==> config.mk <==
export PLATFORM = sky130hd
export DESIGN_NAME = adc_sar_matrix_ctrl
export DESIGN_NICKNAME = d
export VERILOG_FILES = /design/src/rtl/adc_sar_matrix_ctrl.sv
export SDC_FILE = /design/constraint.sdc
export NUM_CORES = 1
export LEC_CHECK = 0
export CORE_ASPECT_RATIO = 2
export CORE_UTILIZATION = 39
export CTS_CLUSTER_DIAMETER = 120
export DETAILED_ROUTE_END_ITERATION = 10
export GPL_ROUTABILITY_DRIVEN = 0
export PLACE_DENSITY = 0.75
export SYNTH_ARGS = -nofsm -noshare
export SYNTH_HDL_FRONTEND = slang
export SYNTH_SLANG_ARGS = --single-unit
==> constraint.sdc <==
create_clock -name clk -period 8.1 [get_ports clk]
set_input_delay 2.43 -clock clk [delete_from_list [all_inputs] [get_ports clk]]
set_output_delay 2.43 -clock clk [all_outputs]
set_load 0.01 [all_outputs]
==> src/rtl/adc_sar_matrix_ctrl.sv <==
// SAR sequencer and unary-matrix + binary-LSB capacitor-array driver.
// Runs sample phase, RES-step binary search, and returns the code over valid/ready.
module adc_sar_matrix_ctrl #(
    parameter int unsigned RES           = 12,
    parameter int unsigned ROWS          = 16,
    parameter int unsigned COLS          = 32,
    parameter int unsigned LSB_BITS      = RES - $clog2(ROWS * COLS),
    parameter int unsigned SAMPLE_CYCLES = 4,
    parameter int unsigned SETTLE_CYCLES = 1
) (
    input  logic                clk,
    input  logic                rst_n,
    input  logic                start,
    input  logic                comp_in,
    output logic                busy,
    output logic [RES-1:0]      data,
    output logic                data_valid,
    input  logic                data_ready,
    output logic                sample,
    output logic                sample_n,
    output logic                sw,
    output logic                sw_n,
    output logic [ROWS-1:0]     row_n,
    output logic [ROWS-1:0]     rowon_n,
    output logic [ROWS-1:0]     rowoff_n,
    output logic [COLS-1:0]     col,
    output logic [COLS-1:0]     col_n,
    output logic [LSB_BITS-1:0] en_bit_n,
    output logic                en_C0_n
);

    localparam int unsigned M_BITS   = $clog2(ROWS * COLS);
    localparam int unsigned ROW_BITS = $clog2(ROWS);
    localparam int unsigned COL_BITS = $clog2(COLS);
    localparam int unsigned BIT_W    = (RES > 1) ? $clog2(RES) : 1;
    localparam int unsigned CNT_MAX  = (SAMPLE_CYCLES > SETTLE_CYCLES + 1) ?
                                       SAMPLE_CYCLES : SETTLE_CYCLES + 1;
    localparam int unsigned CNT_W    = $clog2(CNT_MAX + 1);

    localparam logic [1:0] ST_IDLE   = 2'd0;
    localparam logic [1:0] ST_SAMPLE = 2'd1;
    localparam logic [1:0] ST_CONV   = 2'd2;
    localparam logic [1:0] ST_DONE   = 2'd3;

    logic [1:0]          state_q, state_d;
    logic [CNT_W-1:0]    cnt_q, cnt_d;
    logic [BIT_W-1:0]    bit_q, bit_d;
    logic [RES-1:0]      trial_q, trial_d;
    logic [RES-1:0]      result_q, result_d;
    logic [RES-1:0]      data_q, data_d;
    logic                data_valid_q, data_valid_d;
    logic                busy_q, busy_d;
    logic                sample_q, sample_d;
    logic                sample_n_q, sample_n_d;
    logic                sw_q, sw_d;
    logic                sw_n_q, sw_n_d;
    logic                en_c0_n_q, en_c0_n_d;
    logic [ROWS-1:0]     row_n_q, row_n_d;
    logic [ROWS-1:0]     rowon_n_q, rowon_n_d;
    logic [ROWS-1:0]     rowoff_n_q, rowoff_n_d;
    logic [COLS-1:0]     col_q, col_d;
    logic [COLS-1:0]     col_n_q, col_n_d;
    logic [LSB_BITS-1:0] en_bit_n_q, en_bit_n_d;

    logic [RES-1:0]      bit_mask;
    logic [RES-1:0]      code_d;
    logic [M_BITS-1:0]   unary_m;
    logic [ROW_BITS-1:0] full_rows;
    logic [COL_BITS-1:0] part_cols;

    assign bit_mask = RES'(1) << bit_q;

    // Sequencer: state, counters and the successive-approximation registers
    always_comb begin
        state_d      = state_q;
        cnt_d        = cnt_q;
        bit_d        = bit_q;
        trial_d      = trial_q;
        result_d     = result_q;
        data_d       = data_q;
        data_valid_d = data_valid_q;

        case (state_q)
            ST_IDLE: begin
                if (start) begin
                    state_d = ST_SAMPLE;
                    cnt_d   = '0;
                end
            end
            ST_SAMPLE: begin
                if (cnt_q == CNT_W'(SAMPLE_CYCLES - 1)) begin
                    state_d  = ST_CONV;
                    cnt_d    = '0;
                    bit_d    = BIT_W'(RES - 1);
                    trial_d  = RES'(1) << (RES - 1);
                    result_d = '0;
                end else begin
                    cnt_d = cnt_q + CNT_W'(1);
                end
            end
            ST_CONV: begin
                if (cnt_q == CNT_W'(SETTLE_CYCLES)) begin
                    cnt_d    = '0;
                    result_d = comp_in ? (result_q | bit_mask) : result_q;
                    if (bit_q == '0) begin
                        state_d = ST_DONE;
                        trial_d = '0;
                    end else begin
                        bit_d   = bit_q - BIT_W'(1);
                        trial_d = result_d | (bit_mask >> 1);
                    end
                end else begin
                    cnt_d = cnt_q + CNT_W'(1);
                end
            end
            ST_DONE: begin
                // valid rises one clock after entry so the final decision is latched first
                if (data_valid_q && data_ready) begin
                    state_d      = ST_IDLE;
                    data_valid_d = 1'b0;
                end else if (!data_valid_q) begin
                    data_valid_d = 1'b1;
                    data_d       = result_q;
                end
            end
            default: begin
                state_d = ST_IDLE;
            end
        endcase

        busy_d     = (state_d != ST_IDLE) && !data_valid_d;
        sample_d   = (state_d == ST_SAMPLE);
        sample_n_d = !sample_d;
        sw_d       = (state_d == ST_SAMPLE);
        sw_n_d     = !sw_d;
        en_c0_n_d  = !((state_d == ST_SAMPLE) || (state_d == ST_CONV));
        code_d     = (state_d == ST_CONV) ? trial_d : '0;
    end

    // Array encoder: code 0 reproduces the idle pattern (all rows off, LSBs off)
    always_comb begin
        unary_m    = code_d[RES-1:LSB_BITS];
        full_rows  = unary_m[M_BITS-1:COL_BITS];
        part_cols  = unary_m[COL_BITS-1:0];
        row_n_d    = '1;
        rowon_n_d  = '1;
        rowoff_n_d = '1;
        col_d      = '0;
        for (int unsigned r = 0; r < ROWS; r++) begin
            if (ROW_BITS'(r) < full_rows) begin
                rowon_n_d[r] = 1'b0;
            end else if ((ROW_BITS'(r) == full_rows) && (part_cols != '0)) begin
                row_n_d[r] = 1'b0;
            end else begin
                rowoff_n_d[r] = 1'b0;
            end
        end
        for (int unsigned c = 0; c < COLS; c++) begin
            col_d[c] = (COL_BITS'(c) < part_cols);
        end
        col_n_d    = ~col_d;
        en_bit_n_d = ~code_d[LSB_BITS-1:0];
    end

    always_ff @(posedge clk or negedge rst_n) begin
        if (!rst_n) begin
            state_q      <= ST_IDLE;
            cnt_q        <= '0;
            bit_q        <= '0;
            trial_q      <= '0;
            result_q     <= '0;
            data_q       <= '0;
            data_valid_q <= 1'b0;
            busy_q       <= 1'b0;
            sample_q     <= 1'b0;
            sample_n_q   <= 1'b1;
            sw_q         <= 1'b0;
            sw_n_q       <= 1'b1;
            en_c0_n_q    <= 1'b1;
            row_n_q      <= '1;
            rowon_n_q    <= '1;
            rowoff_n_q   <= '0;
            col_q        <= '0;
            col_n_q      <= '1;
            en_bit_n_q   <= '1;
        end else begin
            state_q      <= state_d;
            cnt_q        <= cnt_d;
            bit_q        <= bit_d;
            trial_q      <= trial_d;
            result_q     <= result_d;
            data_q       <= data_d;
            data_valid_q <= data_valid_d;
            busy_q       <= busy_d;
            sample_q     <= sample_d;
            sample_n_q   <= sample_n_d;
            sw_q         <= sw_d;
            sw_n_q       <= sw_n_d;
            en_c0_n_q    <= en_c0_n_d;
            row_n_q      <= row_n_d;
            rowon_n_q    <= rowon_n_d;
            rowoff_n_q   <= rowoff_n_d;
            col_q        <= col_d;
            col_n_q      <= col_n_d;
            en_bit_n_q   <= en_bit_n_d;
        end
    end

    assign busy       = busy_q;
    assign data       = data_q;
    assign data_valid = data_valid_q;
    assign sample     = sample_q;
    assign sample_n   = sample_n_q;
    assign sw         = sw_q;
    assign sw_n       = sw_n_q;
    assign row_n      = row_n_q;
    assign rowon_n    = rowon_n_q;
    assign rowoff_n   = rowoff_n_q;
    assign col        = col_q;
    assign col_n      = col_n_q;
    assign en_bit_n   = en_bit_n_q;
    assign en_C0_n    = en_c0_n_q;

endmodule

==> impl_metrics.py, run 1 <==
metrics = {
    "synth": {
        "synth_cells": 513,
        "yosys.area.top_type": "dfrtp_1",
        "yosys_warnings": 0,
        "ys_seq_area_frac": 0.654,
        "yosys_register_bits": 162,
        "avgSynthCellArea_um2": 12.3,
        "synth-edff-count": 0,
        "synth_area_leaders": "dfrtp_1 38%, dfstp_2 28%, ha_1 3.4%",
        "synth.distinct_cells": 66,
        "ys.flop_type": "dfrtp_1",
        "synth_top_area_share": 0.376,
        "synthArstFlopShare": 1.00,
        "syn_area_um2": 6330,
    },
    "placed_design": {
        "placed_area_um2": 7850,
        "dpl.hpwl_um": 12400,
        "io_buffer_count": 135,
    },
    "critical_path": {
        "worstPathMaxFanout": 29,
        "worstPathCellList": "clkdlybuf4s50_1, a21oi_1, o41ai_1, o21a_1, ha_1, buf_4, clkinv_1, nor3_1, a21boi_1, nand2_1",
        "r2r_slack_ps": 4520,
        "critPathRequiredTime_ps": 8430,
        "slowest_stage": "nor3_1",
        "crit_type": "in2reg",
        "worstPathArrival_ps": 5260,
        "cp-startpoint": "data_ready",
        "startpoint_type": "input pin",
        "endpoint": "row_n[3]",
        "reg2reg_from": "state_q[0]",
        "crit_path_end_kind": "flop",
        "cp_slowest_stage_delay_ps": 520,
        "rr_worst_depth": 13,
        "r2r-end": "row_n[3]",
    },
    "floorplan": {
        "io_pins": 139,
        "fp.dieW_um": 92.1,
        "dieArea_um2": 16800,
        "dieHeight_um": 182,
        "design.core.area_um2": 15800,
        "row_count": 65,
        "initial_core_util": 0.401,
    },
    "clock_network": {
        "post-cts-setup-buffers": 0,
        "postCtsResizedCells": 0,
        "cts_tree": "done",
        "clockRootBuffer": "clkbuf_16",
        "clk_pin_slew_ps": 60,
        "cts_buffers": 17,
        "htree_levels": 4,
        "clock_sinks": 162,
        "hold_buffers": 0,
        "cts_buffer_depth": 2,
        "insertion_delay_ps": 420,
    },
    "cells_and_area": {
        "diodes": 0,
        "stdcell_area_um2": 8470,
        "seq_area_um2": 4140,
        "nets": 673,
        "finish.utilization": 0.537,
        "fillerInstances": 1317,
        "multi_input_area_um2": 1910,
        "drive_gt1_frac": 0.218,
        "synthToLayoutAreaGrowth_pct": 33.9,
    },
    "run": {
        "maxCapViolCount": 0,
    },
    "pwr": {
        "seqPwrFrac": 0.423,
        "power_switching_uw": 662,
        "irDropWorstVdd_uv": 168,
        "report.power.total_mw": 2.26,
        "pwr-share-clk": 0.369,
        "internal_power_mw": 1.59,
        "power-per-cell-area_nw_per_um2": 266,
        "p_comb_frac": 0.208,
        "switching_share": 0.293,
        "p_leak_nw": 3.68,
    },
    "global_routing": {
        "grt_pass1_wl_um": 25700,
        "grt_max_degree": 100,
        "antenna_found_initial": 0,
        "grt_pass1_vias": 4624,
        "grt_usage": 0.208,
        "globalRouteOverflowTotal": 0,
    },
    "routing": {
        "drc_errors": 0,
        "drtIter0Drc": 310,
        "num_vias": 4514,
        "wl_per_cell_um": 19.2,
        "totalWireLength_um": 16600,
        "vias_per_cell": 5.22,
        "drt-pass1-iter-count": 7,
        "antenna_left": 0,
    },
    "timing": {
        "maxSlewHeadroom": 0.437,
        "finClkSkew_ps": 9.51,
        "drv_slew": 0,
        "setup_violations": 0,
        "finalCritPeriodShare": 0.608,
        "fin_crit_ps": 4920,
        "fin_setup_tns_ps": 0,
        "max_freq_ghz": 0.203,
        "worstMarginPinSlew_ps": 845,
        "rsz0062_at_grt": "false",
        "whs_ps": 505,
        "finalHoldViolCount": 0,
    },
    "status": {
        "outcome": "complete, no violations",
    },
    "hold_path": {
        "hp-class": "reg2reg",
    },
}
-- sequential cells by signal, summed over array words and instances, names as in the netlist, 3 cells and up --
signal    flops
data         12
trial_q      12
result_q     12
bit_q         4
cnt_q         3
col_n        31
rowon_n      15
en_bit_n      3
col          31
row_n        16
rowoff_n     16
-- worst min-delay path by stage --
stage | startpoint | end | slack (ps) | cells after the start
global placement | trial_q[0] | trial_q[0] | 480 | 2
detailed placement | trial_q[1] | trial_q[1] | 490 | 2
floorplan | trial_q[0] | trial_q[0] | 460 | 2
CTS | trial_q[1] | trial_q[1] | 510 | 2
finish | data[7] | data[7] | 500 | 1
global route | trial_q[0] | trial_q[0] | 520 | 2
-- cell usage in the layout (no fill, tap or decap), types with 17 or more instances in the layout --
| cell | count |
|---|---|
| o21ai_0 | 27 |
| clkbuf_16 | 17 |
| ha_1 | 17 |
| clkdlybuf4s50_1 | 134 |
| dfrtp_1 | 95 |
| a21oi_1 | 29 |
| inv_1 | 36 |
| nor2_1 | 30 |
| dfstp_2 | 67 |
| nand2_1 | 37 |
-- cells in the mapped netlist, types with 7 or more instances --
| cell type | n |
|---|---|
| dfrtp_1 | 95 |
| dfstp_2 | 67 |
| nand2_1 | 37 |
| inv_1 | 36 |
| nor2_1 | 30 |
| a21oi_1 | 29 |
| o21ai_0 | 27 |
| ha_1 | 17 |
| nand3_1 | 15 |
| nor3_1 | 13 |
| mux2_2 | 12 |
| o21a_1 | 11 |
| a31oi_1 | 10 |
| clkbuf_1 | 7 |
| inv_2 | 7 |
-- routing by layer --
layer	wire length, µm	track usage	vias to the layer above
met1	5260	0.193	2272
met3	771	0.0421	43
met5	0	0	-
met4	802	0.121	0
li1	-	-	2022
met2	9790	0.405	177
-- critical path, delay by kind of cell --
family                   cells  cell delay, ps
AO/OA/AOI/OAI                4             970
AND/OR/NAND/NOR              2             610
adder cells (fa/ha/maj)      1             160
buffers and inverters        3            1060
-- power by group through the flow --
stage / registers (mW) / clock network, mW / logic [mW]
final: 0.956 / 0.833 / 0.469
after global routing: 0.967 / 0.879 / 0.511
after CTS: 0.956 / 0.846 / 0.467
after detailed placement: 0.969 / 0 / 0.466
after global placement: 0.964 / 0 / 0.455
after floorplan: 0.958 / 0 / 0.308
-- cell type report --
cell class | count | area share
clock buffer | 19 | 0.0534
timing repair buffer | 137 | 0.161
tap | 201 | 0.0297
multi-input combinational | 286 | 0.225
inverter | 47 | 0.0214
clock inverter | 13 | 0.0205
sequential | 162 | 0.488
-- kinds of logic after synthesis --
logic type | Yosys count | share of synthesized area
compound gates | 123 | 0.137
xor+xnor | 1 | 0.00138
fa+ha+maj | 17 | 0.0336
buf+inv | 66 | 0.0451
flops | 162 | 0.654
mux | 12 | 0.0214
other cells | 2 | 0.00119
simple gates | 130 | 0.107
-- stage by stage --
stage / worst slack, ps / std cells
floorplan: 3490 / 514
global placement: 2860 / 833
detailed placement: 2740 / 833
CTS: 3190 / 865
global route: 2870 / 865
finish: 3180 / 865
(Power assumes the default switching activity.)
==> run 2, diff against run 1 <==
==> constraint.sdc (replaced) <==
create_clock -name clk -period 5.1 [get_ports clk]
set_input_delay 1.53 -clock clk [delete_from_list [all_inputs] [get_ports clk]]
set_output_delay 1.53 -clock clk [all_outputs]
set_load 0.01 [all_outputs]
==> impl_metrics.py, run 2 (same netlist as run 1, synthesis figures left out) <==
metrics = {
    "global_routing": {
        "globalRouteOverflowTotal": 0,
        "grt_pass1_wl_um": 26200,
        "antenna_found_initial": 0,
        "grt_usage": 0.212,
        "grt_max_degree": 120,
        "grt_pass1_vias": 4724,
    },
    "routing": {
        "drc_errors": 0,
        "drtIter0Drc": 227,
        "wl_per_cell_um": 19.4,
        "num_vias": 4550,
        "drt-pass1-iter-count": 5,
        "antenna_left": 0,
        "totalWireLength_um": 16800,
        "vias_per_cell": 5.25,
    },
    "clock_network": {
        "clk_pin_slew_ps": 60,
        "clockRootBuffer": "clkbuf_16",
        "htree_levels": 4,
        "cts_tree": "done",
        "hold_buffers": 0,
        "postCtsResizedCells": 0,
        "clock_sinks": 162,
        "cts_buffer_depth": 2,
        "cts_buffers": 17,
        "insertion_delay_ps": 430,
        "post-cts-setup-buffers": 0,
    },
    "placed_design": {
        "io_buffer_count": 135,
        "dpl.hpwl_um": 12500,
    },
    "critical_path": {
        "slowest_stage": "a2111oi_0",
        "startpoint_type": "input pin",
        "worstPathMaxFanout": 10,
        "crit_type": "in2reg",
        "worstPathCellList": "clkdlybuf4s50_1, and4b_1, a2111oi_0, o41a_2, inv_2, nor3_1, nor2_1, o21a_1",
        "crit_path_end_kind": "flop",
        "cp_slowest_stage_delay_ps": 720,
        "critPathRequiredTime_ps": 5420,
        "worstPathArrival_ps": 4510,
    },
    "cells_and_area": {
        "drive_gt1_frac": 0.215,
        "synthToLayoutAreaGrowth_pct": 34.1,
        "diodes": 0,
        "finish.utilization": 0.538,
        "final_common_cell": "clkdlybuf4s50_1",
        "layout_common_cells": "134 x clkdlybuf4s50_1, 95 x dfrtp_1, 67 x dfstp_2",
        "nets": 675,
    },
    "status": {
        "outcome": "complete, no violations",
    },
    "pwr": {
        "switching_share": 0.288,
        "pwr-share-clk": 0.371,
        "irDropWorstVdd_uv": 283,
        "power_switching_mw": 1.04,
        "internal_power_mw": 2.58,
        "p_leak_nw": 3.68,
        "p_comb_frac": 0.210,
        "seqPwrFrac": 0.420,
        "power-per-cell-area_nw_per_um2": 426,
    },
    "floorplan": {
        "design.core.area_um2": 15800,
        "row_count": 65,
        "fp.dieW_um": 92.1,
        "io_pins": 139,
        "dieHeight_um": 182,
        "initial_core_util": 0.401,
        "dieArea_um2": 16800,
    },
    "timing": {
        "finalHoldViolCount": 0,
        "finalCritPeriodShare": 0.822,
        "maxSlewHeadroom": 0.302,
        "worstMarginPinSlew_ps": 1050,
        "setup_violations": 0,
        "fin_setup_tns_ps": 0,
        "fin_crit_ps": 4190,
        "max_freq_ghz": 0.238,
        "finClkSkew_ps": 12.5,
        "drv_slew": 0,
        "rsz0062_at_grt": "false",
    },
    "hold_path": {
        "hp-class": "reg2reg",
    },
    "run": {
        "maxCapViolCount": 0,
    },
}
[run 2: changes by cell type in the layout (fill, tap and decap cells not counted)]
| cell | before | now |
|---|---|---|
| clkinv_4 | 6 | 1 |
| clkbuf_1 | 0 | 4 |
| clkinvlp_4 | 0 | 3 |
| inv_6 | 3 | 0 |
| buf_4 | 2 | 4 |
| bufinv_16 | 3 | 4 |
[run 2: critical path, delay by kind of cell]
family | cells | cell delay [ps]
compound gates | 3 | 1240
buf+inv | 2 | 730
simple gates | 3 | 1020
[run 2: stage by stage]
step           std cells  power [mW]  hold slack [ps]  setup slack, ps  cell area (µm²)
6_report             867        3.62              503              906             8490
5_1_grt              867        3.77              531              835             8490
4_1_cts              867        3.64              507              968             8490
3_5_place_dp         835        2.29              494              513             7860
3_3_place_gp         835        2.26              482              622             7860
2_1_floorplan        514        2.01              458             1390             6330
[run 2: routing by layer]
layer / global-route usage / share of wire / vias up
met5: 0 / 0 / -
met4: 0.138 / 0.059 / 0
met3: 0.0513 / 0.039 / 51
met2: 0.393 / 0.58 / 179
met1: 0.203 / 0.33 / 2284
li1: - / - / 2036
[run 2: power by group through the flow]
stage	combinational [mW]	clock [mW]	sequential (mW)
floorplan	0.489	0	1.52
global placement	0.732	0	1.53
detailed placement	0.753	0	1.54
CTS	0.759	1.36	1.52
global route	0.820	1.42	1.53
finish	0.758	1.34	1.52
[run 2: final timing paths]
path | from | end | slack, ps | cells after the start
max | comp_in | col[8] | 910 | 8
min | data[5] | data[5] | 500 | 1
max reg2reg | state_q[0] | rowoff_n[0] | 1640 | 9
min reg2reg | data[5] | data[5] | 500 | 1
max in group asynchronous | rst_n | col_n[7] | 2880 | 2
min in group asynchronous | rst_n | col[29] | 1240 | 1
[run 2: layout make-up]
type / count / area, µm²
repair buffers: 139 / 1380
clock buffers: 23 / 468
clock inverters: 9 / 156
well taps: 201 / 251
inverters: 47 / 181
multi-input cells: 286 / 1910
flip-flops and latches: 162 / 4140
fillers: 1347 / 7290
==> run 3, diff against run 2 <==
--- a/config.mk
+++ b/config.mk
@@ -10,7 +10,7 @@
 export CTS_CLUSTER_DIAMETER = 120
 export DETAILED_ROUTE_END_ITERATION = 10
 export GPL_ROUTABILITY_DRIVEN = 0
-export PLACE_DENSITY = 0.75
+export PLACE_DENSITY = 0.78
 export SYNTH_ARGS = -nofsm -noshare
 export SYNTH_HDL_FRONTEND = slang
 export SYNTH_SLANG_ARGS = --single-unit
==> constraint.sdc (replaced) <==
create_clock -name clk -period 3.4 [get_ports clk]
set_input_delay 1.02 -clock clk [delete_from_list [all_inputs] [get_ports clk]]
set_output_delay 1.02 -clock clk [all_outputs]
set_load 0.01 [all_outputs]
==> impl_metrics.py, run 3 (same netlist as run 1, synthesis figures left out) <==
metrics = {
    "clock_network": {
        "postCtsResizedCells": 0,
        "post-cts-setup-buffers": 0,
        "hold_buffers": 0,
        "htree_levels": 4,
        "clock_sinks": 162,
        "cts_buffers": 17,
        "cts_tree": "done",
        "clk_pin_slew_ps": 60,
        "cts_buffer_depth": 2,
        "clockRootBuffer": "clkbuf_16",
        "insertion_delay_ps": 430,
    },
    "critical_path": {
        "critPathRequiredTime_ps": 3680,
        "worstPathMaxFanout": 11,
        "crit_path_end_kind": "flop",
        "startpoint_type": "flop",
        "worstPathArrival_ps": 3420,
        "crit_type": "reg2reg",
    },
    "placed_design": {
        "placed_area_um2": 8180,
        "io_buffer_count": 135,
        "dpl.hpwl_um": 12800,
    },
    "timing": {
        "finalHoldViolCount": 0,
        "worstMarginPinSlew_ps": 639,
        "finClkSkew_ps": 9.38,
        "whs_ps": 503,
        "fin_crit_ps": 3140,
        "drv_slew": 0,
        "maxSlewHeadroom": 0.574,
        "setup_violations": 0,
        "finalCritPeriodShare": 0.922,
        "fin_setup_tns_ps": 0,
        "max_freq_ghz": 0.319,
        "rsz0062_at_grt": "false",
    },
    "global_routing": {
        "globalRouteOverflowTotal": 0,
        "grt_pass1_wl_um": 27200,
        "grt_usage": 0.219,
        "antenna_found_initial": 0,
        "grt_pass1_vias": 5092,
        "grt_max_degree": 73,
    },
    "floorplan": {
        "row_count": 65,
        "fp.dieW_um": 92.1,
        "dieArea_um2": 16800,
        "dieHeight_um": 182,
        "design.core.area_um2": 15800,
        "io_pins": 139,
        "initial_core_util": 0.401,
    },
    "pwr": {
        "irDropWorstVdd_uv": 441,
        "power-per-cell-area_nw_per_um2": 604,
        "p_leak_nw": 3.85,
        "report.power.total_mw": 5.29,
    },
    "routing": {
        "totalWireLength_um": 17000,
        "wl_per_cell_um": 18.8,
        "vias_per_cell": 5.14,
        "met2_length_um": 9830,
        "drc_errors": 0,
        "drt-pass1-iter-count": 5,
        "num_vias": 4663,
        "met1_length_um": 5540,
        "top_layer": "met4",
        "antenna_left": 0,
        "drtIter0Drc": 208,
        "dr_wl_met3_um": 787,
    },
    "cells_and_area": {
        "multi_input_area_um2": 1910,
        "layout_common_cells": "134 x clkdlybuf4s50_1, 95 x dfrtp_1, 67 x dfstp_2",
        "seq_area_um2": 4140,
        "drive_gt1_frac": 0.264,
        "final_common_cell": "clkdlybuf4s50_1",
        "finish.utilization": 0.555,
        "nets": 716,
        "stdcell_area_um2": 8750,
        "diodes": 0,
        "fillerInstances": 1299,
        "synthToLayoutAreaGrowth_pct": 38.3,
    },
    "status": {
        "outcome": "complete, no violations",
    },
    "hold_path": {
        "hp-class": "reg2reg",
    },
    "run": {
        "maxCapViolCount": 0,
    },
}
## run 3: worst paths after layout
check                      slack [ps]  cells past startpoint       start     endpoint
setup / recovery                  260                     12    bit_q[0]  rowoff_n[0]
min in group asynchronous         550                      1       rst_n      col[13]
hold reg to reg                   500                      2  trial_q[2]   trial_q[2]
hold / removal                    500                      2  trial_q[2]   trial_q[2]
max in group asynchronous        1980                      2       rst_n     row_n[5]
setup reg to reg                  260                     12    bit_q[0]  rowoff_n[0]
## run 3: routing by layer
| layer | track usage | vias to the layer above |
|---|---|---|
| li1 | - | 2102 |
| met1 | 0.209 | 2319 |
| met2 | 0.414 | 190 |
| met3 | 0.0429 | 52 |
| met4 | 0.138 | 0 |
| met5 | 0 | - |
## run 3: cell type report
class,instances,share of cell area
clock buffer,19,0.0506
timing repair buffer,180,0.195
clock inverter,13,0.0146
inverter,47,0.0207
sequential,162,0.473
tap,201,0.0287
multi-input combinational,286,0.218
## run 3: worst max-delay path, stage by stage (launching register included)
cell      delay [ps]
dfrtp_1          430
inv_1            140
ha_1             320
nand2b_1         130
nor3_1           450
a21oi_1          140
o21a_1           200
ha_1             230
buf_4            180
buf_4            180
o21ai_2          130
and2_1           320
o21ai_1          150
## run 3: through the flow
step	cells	setup slack, ps
floorplan	514	201
CTS	908	356
detailed placement	876	-66.8
global placement	876	-31.1
finish	908	264
global route	908	95.3
## run 3: where the power goes
part           switching (mW)  total (mW)  internal [mW]
Sequential              0.170        2.28           2.11
Combinational           0.656        1.20          0.539
Clock                   0.775        1.81           1.04
